===== src/rtl/regfile_responder.sv =====
// Register-file responder: valid/ready request and response ports around a 2^ADDR_BITS x WIDTH array.
// After reset, a clear sequencer zeroes registers 1..N-1 one per cycle so the array needs no parallel reset.
module regfile_responder #(
  parameter int WIDTH     = 32,
  parameter int ADDR_BITS = 5
) (
  input  logic                 Clk,
  input  logic                 Reset,
  input  logic                 ReqValid,
  output logic                 ReqReady,
  input  logic                 ReqWrite,
  input  logic [ADDR_BITS-1:0] ReqWriteRegister,
  input  logic [WIDTH-1:0]     ReqWriteData,
  input  logic [ADDR_BITS-1:0] ReqReadRegister1,
  input  logic [ADDR_BITS-1:0] ReqReadRegister2,
  output logic                 RespValid,
  input  logic                 RespReady,
  output logic [WIDTH-1:0]     RespReadData1,
  output logic [WIDTH-1:0]     RespReadData2,
  output logic [15:0]          WriteCount
);

  localparam int DEPTH = 1 << ADDR_BITS;
  localparam logic [ADDR_BITS-1:0] ZERO_IDX = ADDR_BITS'(0);
  localparam logic [ADDR_BITS-1:0] ONE_IDX  = ADDR_BITS'(1);
  localparam logic [ADDR_BITS-1:0] LAST_IDX = {ADDR_BITS{1'b1}};

  typedef enum logic {ST_CLEAR = 1'b0, ST_RUN = 1'b1} state_t;

  state_t                 state_q, state_d;
  logic [ADDR_BITS-1:0]   clear_idx_q, clear_idx_d;
  logic                   resp_valid_q, resp_valid_d;
  logic [WIDTH-1:0]       rd1_q, rd1_d;
  logic [WIDTH-1:0]       rd2_q, rd2_d;
  logic [15:0]            wcount_q, wcount_d;

  logic [WIDTH-1:0]       mem [DEPTH];
  logic                   mem_we;
  logic [ADDR_BITS-1:0]   mem_waddr;
  logic [WIDTH-1:0]       mem_wdata;
  logic [WIDTH-1:0]       mem_rd1, mem_rd2;

  logic                   accept;
  logic                   wr_en;

  assign ReqReady      = (state_q == ST_RUN) && (!resp_valid_q || RespReady);
  assign accept        = ReqValid && ReqReady;
  assign wr_en         = ReqWrite && (ReqWriteRegister != ZERO_IDX);
  assign mem_rd1       = mem[ReqReadRegister1];
  assign mem_rd2       = mem[ReqReadRegister2];

  assign RespValid     = resp_valid_q;
  assign RespReadData1 = rd1_q;
  assign RespReadData2 = rd2_q;
  assign WriteCount    = wcount_q;

  // Next-state, array write port and response capture
  always_comb begin
    state_d      = state_q;
    clear_idx_d  = clear_idx_q;
    resp_valid_d = resp_valid_q;
    rd1_d        = rd1_q;
    rd2_d        = rd2_q;
    wcount_d     = wcount_q;
    mem_we       = 1'b0;
    mem_waddr    = clear_idx_q;
    mem_wdata    = '0;
    case (state_q)
      ST_CLEAR: begin
        mem_we      = 1'b1;
        clear_idx_d = clear_idx_q + ONE_IDX;
        if (clear_idx_q == LAST_IDX) begin
          state_d = ST_RUN;
        end else begin
          state_d = ST_CLEAR;
        end
      end
      ST_RUN: begin
        if (accept) begin
          if (wr_en) begin
            mem_we    = 1'b1;
            mem_waddr = ReqWriteRegister;
            mem_wdata = ReqWriteData;
            if (wcount_q != 16'hFFFF) begin
              wcount_d = wcount_q + 16'd1;
            end else begin
              wcount_d = wcount_q;
            end
          end else begin
            mem_we = 1'b0;
          end
          // Write-first: a read of the address being written sees the new data
          if (ReqReadRegister1 == ZERO_IDX) begin
            rd1_d = '0;
          end else if (wr_en && (ReqReadRegister1 == ReqWriteRegister)) begin
            rd1_d = ReqWriteData;
          end else begin
            rd1_d = mem_rd1;
          end
          if (ReqReadRegister2 == ZERO_IDX) begin
            rd2_d = '0;
          end else if (wr_en && (ReqReadRegister2 == ReqWriteRegister)) begin
            rd2_d = ReqWriteData;
          end else begin
            rd2_d = mem_rd2;
          end
          resp_valid_d = 1'b1;
        end else if (resp_valid_q && RespReady) begin
          resp_valid_d = 1'b0;
        end else begin
          resp_valid_d = resp_valid_q;
        end
      end
      default: begin
        state_d = ST_CLEAR;
      end
    endcase
  end

  // Control and response registers
  always_ff @(posedge Clk) begin
    if (Reset) begin
      state_q      <= ST_CLEAR;
      clear_idx_q  <= ONE_IDX;
      resp_valid_q <= 1'b0;
      rd1_q        <= '0;
      rd2_q        <= '0;
      wcount_q     <= 16'd0;
    end else begin
      state_q      <= state_d;
      clear_idx_q  <= clear_idx_d;
      resp_valid_q <= resp_valid_d;
      rd1_q        <= rd1_d;
      rd2_q        <= rd2_d;
      wcount_q     <= wcount_d;
    end
  end

  // Register array, single write port, no reset so it can map onto RAM
  always_ff @(posedge Clk) begin
    if (!Reset && mem_we) begin
      mem[mem_waddr] <= mem_wdata;
    end
  end

endmodule


===== config.mk =====
export PLATFORM = sky130hd
export DESIGN_NAME = regfile_responder
export DESIGN_NICKNAME = d
export VERILOG_FILES = /design/src/rtl/regfile_responder.sv
export SDC_FILE = /design/constraint.sdc
export NUM_CORES = 1
export LEC_CHECK = 0
export BUFFER_PORTS_ARGS = -buffer_cell sky130_fd_sc_hd__buf_2
export CORE_MARGIN = 4
export CORE_UTILIZATION = 55
export DETAILED_ROUTE_END_ITERATION = 6
export GPL_ROUTABILITY_DRIVEN = 1
export PLACE_DENSITY = 0.73
export SYNTH_ARGS = -nofsm -noshare
export SYNTH_HDL_FRONTEND = slang
export SYNTH_SLANG_ARGS = --single-unit
export TNS_END_PERCENT = 20

===== constraint.sdc =====
create_clock -name Clk -period 5.4 [get_ports Clk]
set_input_delay 1.08 -clock Clk [delete_from_list [all_inputs] [get_ports Clk]]
set_output_delay 1.08 -clock Clk [all_outputs]
set_load 0.01 [all_outputs]

Word-level counts from Yosys, hierarchy flattened
Memory sizes are Yosys's and may differ from the RTL's. Cells that the tools add are included.

Flip-flop bits (word level): 87. Bits in writable memories: 1024. Input bits: 52. Logic and storage cells: 50. Memories kept: 1.

Memory list: mem (depth 32, width 32, rd ports 2, clocked after memory_dff 0, wr ports 1, RTL line 37) `logic [WIDTH-1:0] mem [DEPTH];`.

$add $sub $neg: 2. Equality and inequality tests: 4. Muxes and demuxes: 19. Bitwise gates (word level): 1. Reductions and logical operators: 17.

Operators with widths (number): 2-to-1 mux 32 bit (7); adder 16 x 1 -> 16 bit (second input constant) (1); != test 16 bit (second input constant) (1); 2-to-1 mux 5 bit (3); == test 5 bit (2); zero test 5 bit (2); 2-to-1 mux 1 bit (8); logical AND 1 bit (7); adder 5 x 1 -> 5 bit (second input constant) (1); == test 5 bit (second input constant) (1); nonzero test 5 bit (1); AND reduction 2 bit (2); AND reduction 4 bit (1); zero test 1 bit (2); case mux 1 bit (2 select lines) (1); nonzero test 2 bit (1); logical OR 1 bit (1); inverter 1 bit (1).

Longest topological paths before layout
Depth in word-level cells: 9. Mapped depth: 9. Gate-level depth less buffers: 6.

Least setup slack after synthesis
OpenSTA, ideal clock, no wires.

Path type: input port to flip-flop. From: input ReqWriteRegister[3]. To: memory mem[25][0] (enable). Arrival time: 3.825 ns. Data required time: 4.979 ns. Path slack: 1.154 ns. Stages: 7. Path through: buf_2 or3_4 o31a_4 buf_2 nand2_2 a41oi_1 nor2_1.

Cells in the longest elaborated chain, start to end: 8. Elaborated cells on any way between the ends: 11.

RTL lines: from (decl) (RTL line 12) `input logic [ADDR_BITS-1:0] ReqWriteRegister,`; nonzero test 5 bit (RTL line 48) `assign wr_en = ReqWrite && (ReqWriteRegister != ZERO_IDX);`; logical AND 1 bit (RTL line 48); 2-to-1 mux 1 bit (RTL line 80) `if (wr_en) begin`; 2-to-1 mux 1 bit (RTL line 79) `if (accept) begin`; case mux 1 bit (2 select lines) (RTL line 68) `case (state_q)`; logical AND 1 bit (RTL line 141) `if (!Reset && mem_we) begin`; 2-to-1 mux 1 bit (RTL line 141); 2-to-1 mux 1 bit (not written as such) (RTL line 142) `mem[mem_waddr] <= mem_wdata;`; to (decl) (RTL line 37).

Several ways; a longest one is shown, not always the timed one.

Final worst setup path
From: input ReqWriteRegister[2]. To: memory mem[17][0] (enable).

Same word-level chain as after synthesis.

==> impl_metrics.json <==
{
  "p_int_uw": 14500,
  "num-nets-final": 2736,
  "portBuffers": 133,
  "syn-cell-area_um2": 50300,
  "post-route-min-period_ns": 3.94,
  "ys_ff_latch": 1111,
  "crit_slowest_cell": "nor2_4",
  "grt_pass1_wl_um": 210000,
  "routed_via_density": 7.56,
  "cts_made_buffers": 113,
  "synthCells": 2562,
  "placed_area_um2": 52200,
  "tns_ns": 0,
  "grt_max_degree": 119,
  "htree_levels": 3,
  "cap_violations": 0,
  "setup_viol": 0,
  "instances_no_fill": 3961,
  "design_area_um2": 56100,
  "vdd_ir_drop_max_mv": 0.238,
  "grt-ovfl-total": 0,
  "synth_area_leaders": "edfxtp_1 (61%), mux4_2 (20%), mux4_1 (3.7%)",
  "drtAntennaViolNets": 0,
  "placed_cells": 3742,
  "grt_pass1_vias": 30100,
  "crit_arrival_ns": 4.32,
  "worst_setup_path_end_kind": "flip-flop",
  "ys.flop_type": "edfxtp_1",
  "postRouteWirelength_um": 146000,
  "critical_path_buf_inv_count": 2,
  "hold_viol": 0,
  "layout-drive-gt1-share_pct": 32.7,
  "crit_fanout": 42,
  "numClockSinks": 1111,
  "antenna_found_initial": 7,
  "holdWs_ns": 0.477,
  "synth_cell_types": 67,
  "synth_nets": 2617,
  "drc": 0,
  "hold_path.class": "flip-flop to flip-flop",
  "fmax_mhz": 254,
  "area_growth_pct": 11.5,
  "fin_worst_skew_ns": 0.0379,
  "rows": 110,
  "max_slew.worst_pin.slew_ns": 1.34,
  "clkTransAtPathRegs_ns": 0.06,
  "track_usage_pct": 30.5,
  "drv_slew": 0,
  "synth_edf_count": 1024,
  "place_hpwl_um": 86200,
  "power_switching_uw": 3960,
  "slowest_delay_ns": 1.02,
  "path_cells": "buf_2 -> or3_4 -> o31a_4 -> a2111oi_2 -> a41oi_1 -> nor2_4 -> buf_4",
  "place_ws_ns": 0.803,
  "worstSkewPairLatency_ns": 0.70,
  "yosysWarningCount": 0,
  "seq_area_frac_synth_pct": 64.6,
  "coreArea_um2": 90400,
  "fin_crit_sh_pct": 72.9,
  "slew_headroom_pct": 10.5,
  "fillers": 6104,
  "die_y_um": 310,
  "cp-start-kind": "primary input",
  "fin_ws_ns": 1.46,
  "async_flop_share_pct": 0,
  "root_buffer": "clkbuf_16",
  "synth_top_area_cell": "edfxtp_1",
  "cts_tree": "built",
  "io_pins": 134,
  "routabilityCongestion": 0.860,
  "wire_per_inst_um": 36.9,
  "cts_buffer_depth": 3,
  "swShare_pct": 21.5,
  "ys_top_cells_by_count": "edfxtp_1 (1024), mux4_2 (441), o22ai_1 (244)",
  "die_area_um2": 96400,
  "critPathTopFamily": "simple AND/OR/NAND/NOR gates",
  "status": "complete, no violations",
  "post_cts_buffers": 0,
  "dr.pass1.iters": 6,
  "p_leak_uw": 0.0161,
  "ctsResizeCount": 0,
  "initial_core_util_pct": 55.6,
  "die_x_um": 310,
  "crit_required_ns": 5.78,
  "holdBufCountCts": 0,
  "syn_avg_cell_area_um2": 19.6,
  "power_frac_seq_pct": 50.9,
  "power_frac_clock_pct": 43.6,
  "path_class": "primary input to flip-flop",
  "rsz0062_at_grt": "no",
  "p_comb_share_pct": 5.5,
  "dr_total_vias": 29900,
  "power.density_nw_per_um2": 329,
  "synth_most_common_cell": "edfxtp_1",
  "first_iter_violations": 4193,
  "synth_top_area_share_pct": 61.1
}
-- cells in the final DEF, fill, tap and decap left out, types with 6 or more instances in the layout --
master / n
nor2_1: 25
mux4_1: 71
buf_2: 129
nand2_1: 17
clkbuf_16: 116
nor2_4: 33
xnor2_1: 6
edfxtp_1: 1024
buf_4: 77
nand4_1: 6
o21ai_0: 11
a22oi_1: 60
or4_1: 62
o22ai_1: 244
dfxtp_1: 87
mux2i_1: 12
clkinv_2: 31
nand3b_1: 7
xor2_1: 8
or3_1: 9
a21oi_1: 13
nand3_1: 7
clkinv_1: 15
bufinv_16: 14
clkbuf_8: 9
o21ai_1: 60
clkbuf_1: 23
and3_1: 36
buf_12: 15
nor3_1: 7
inv_1: 9
nor4_1: 6
mux4_2: 441
-- tightest hold or removal path, stage by stage (launching register included) --
cell and delay (ns):
dfxtp_1 0.32, a22oi_1 0.06, o21ai_1 0.06
-- layout make-up --
cell class              instances  area [um2]  share of cell area, %
clock inverters                68         738                   1.32
repair buffers                225        1580                   2.82
flip-flops and latches       1111       32500                   57.9
clock buffers                 148        3110                   5.55
inverters                       9        33.8                 0.0602
multi-input cells            1221       16700                   29.7
diodes                          3        7.51                 0.0134
well taps                    1176        1470                   2.62
-- state kept, by name (all words and copies together) (netlist names) --
name and count:
clear_idx_q 5, RespValid 1, state_q 1, WriteCount 16
mem 1024, RespReadData2 32, RespReadData1 32
-- logic make-up after synthesis --
logic type	after synthesis	synth area share, %
DFF	1111	64.6
and+or+nand+nor	252	2.96
buffers and inverters	230	2.92
muxes	525	23.7
adders and majority gates	3	0.0746
xor gates and xnor gates	14	0.244
AOI/OAI and AO/OA	427	5.52
-- final timing paths --
kind | from | to | slack (ns) | depth (start not counted)
max | ReqWriteRegister[2] | mem[17][0] | 1.46 | 7
min | RespReadData1[24] | RespReadData1[24] | 0.48 | 2
max reg2reg | state_q | mem[7][11] | 1.50 | 6
min reg2reg | RespReadData1[24] | RespReadData1[24] | 0.48 | 2
-- power by group through the flow --
stage	logic (uW)	registers, uW	clock network, uW
3_3_place_gp	1000	9570	0
5_1_grt	1060	9400	8500
4_1_cts	1020	9390	8090
6_report	1020	9400	8040
3_5_place_dp	1010	9580	0
2_1_floorplan	712	9560	0
-- metal layers --
layer,track usage (%),part of all wire (%)
met2,48.8,48
met1,40.1,33
met4,16.0,5.9
met3,6.46,12
met5,0,0.030
-- per-stage QoR --
step                total power (uW)  util [%]
finish                         18500      62.0
CTS                            18500      62.0
detailed placement             10600      57.8
floorplan                      10300         -
global placement               10600      57.8
global route                   19000      62.0
No activity file was read; power rests on OpenSTA's default activity.
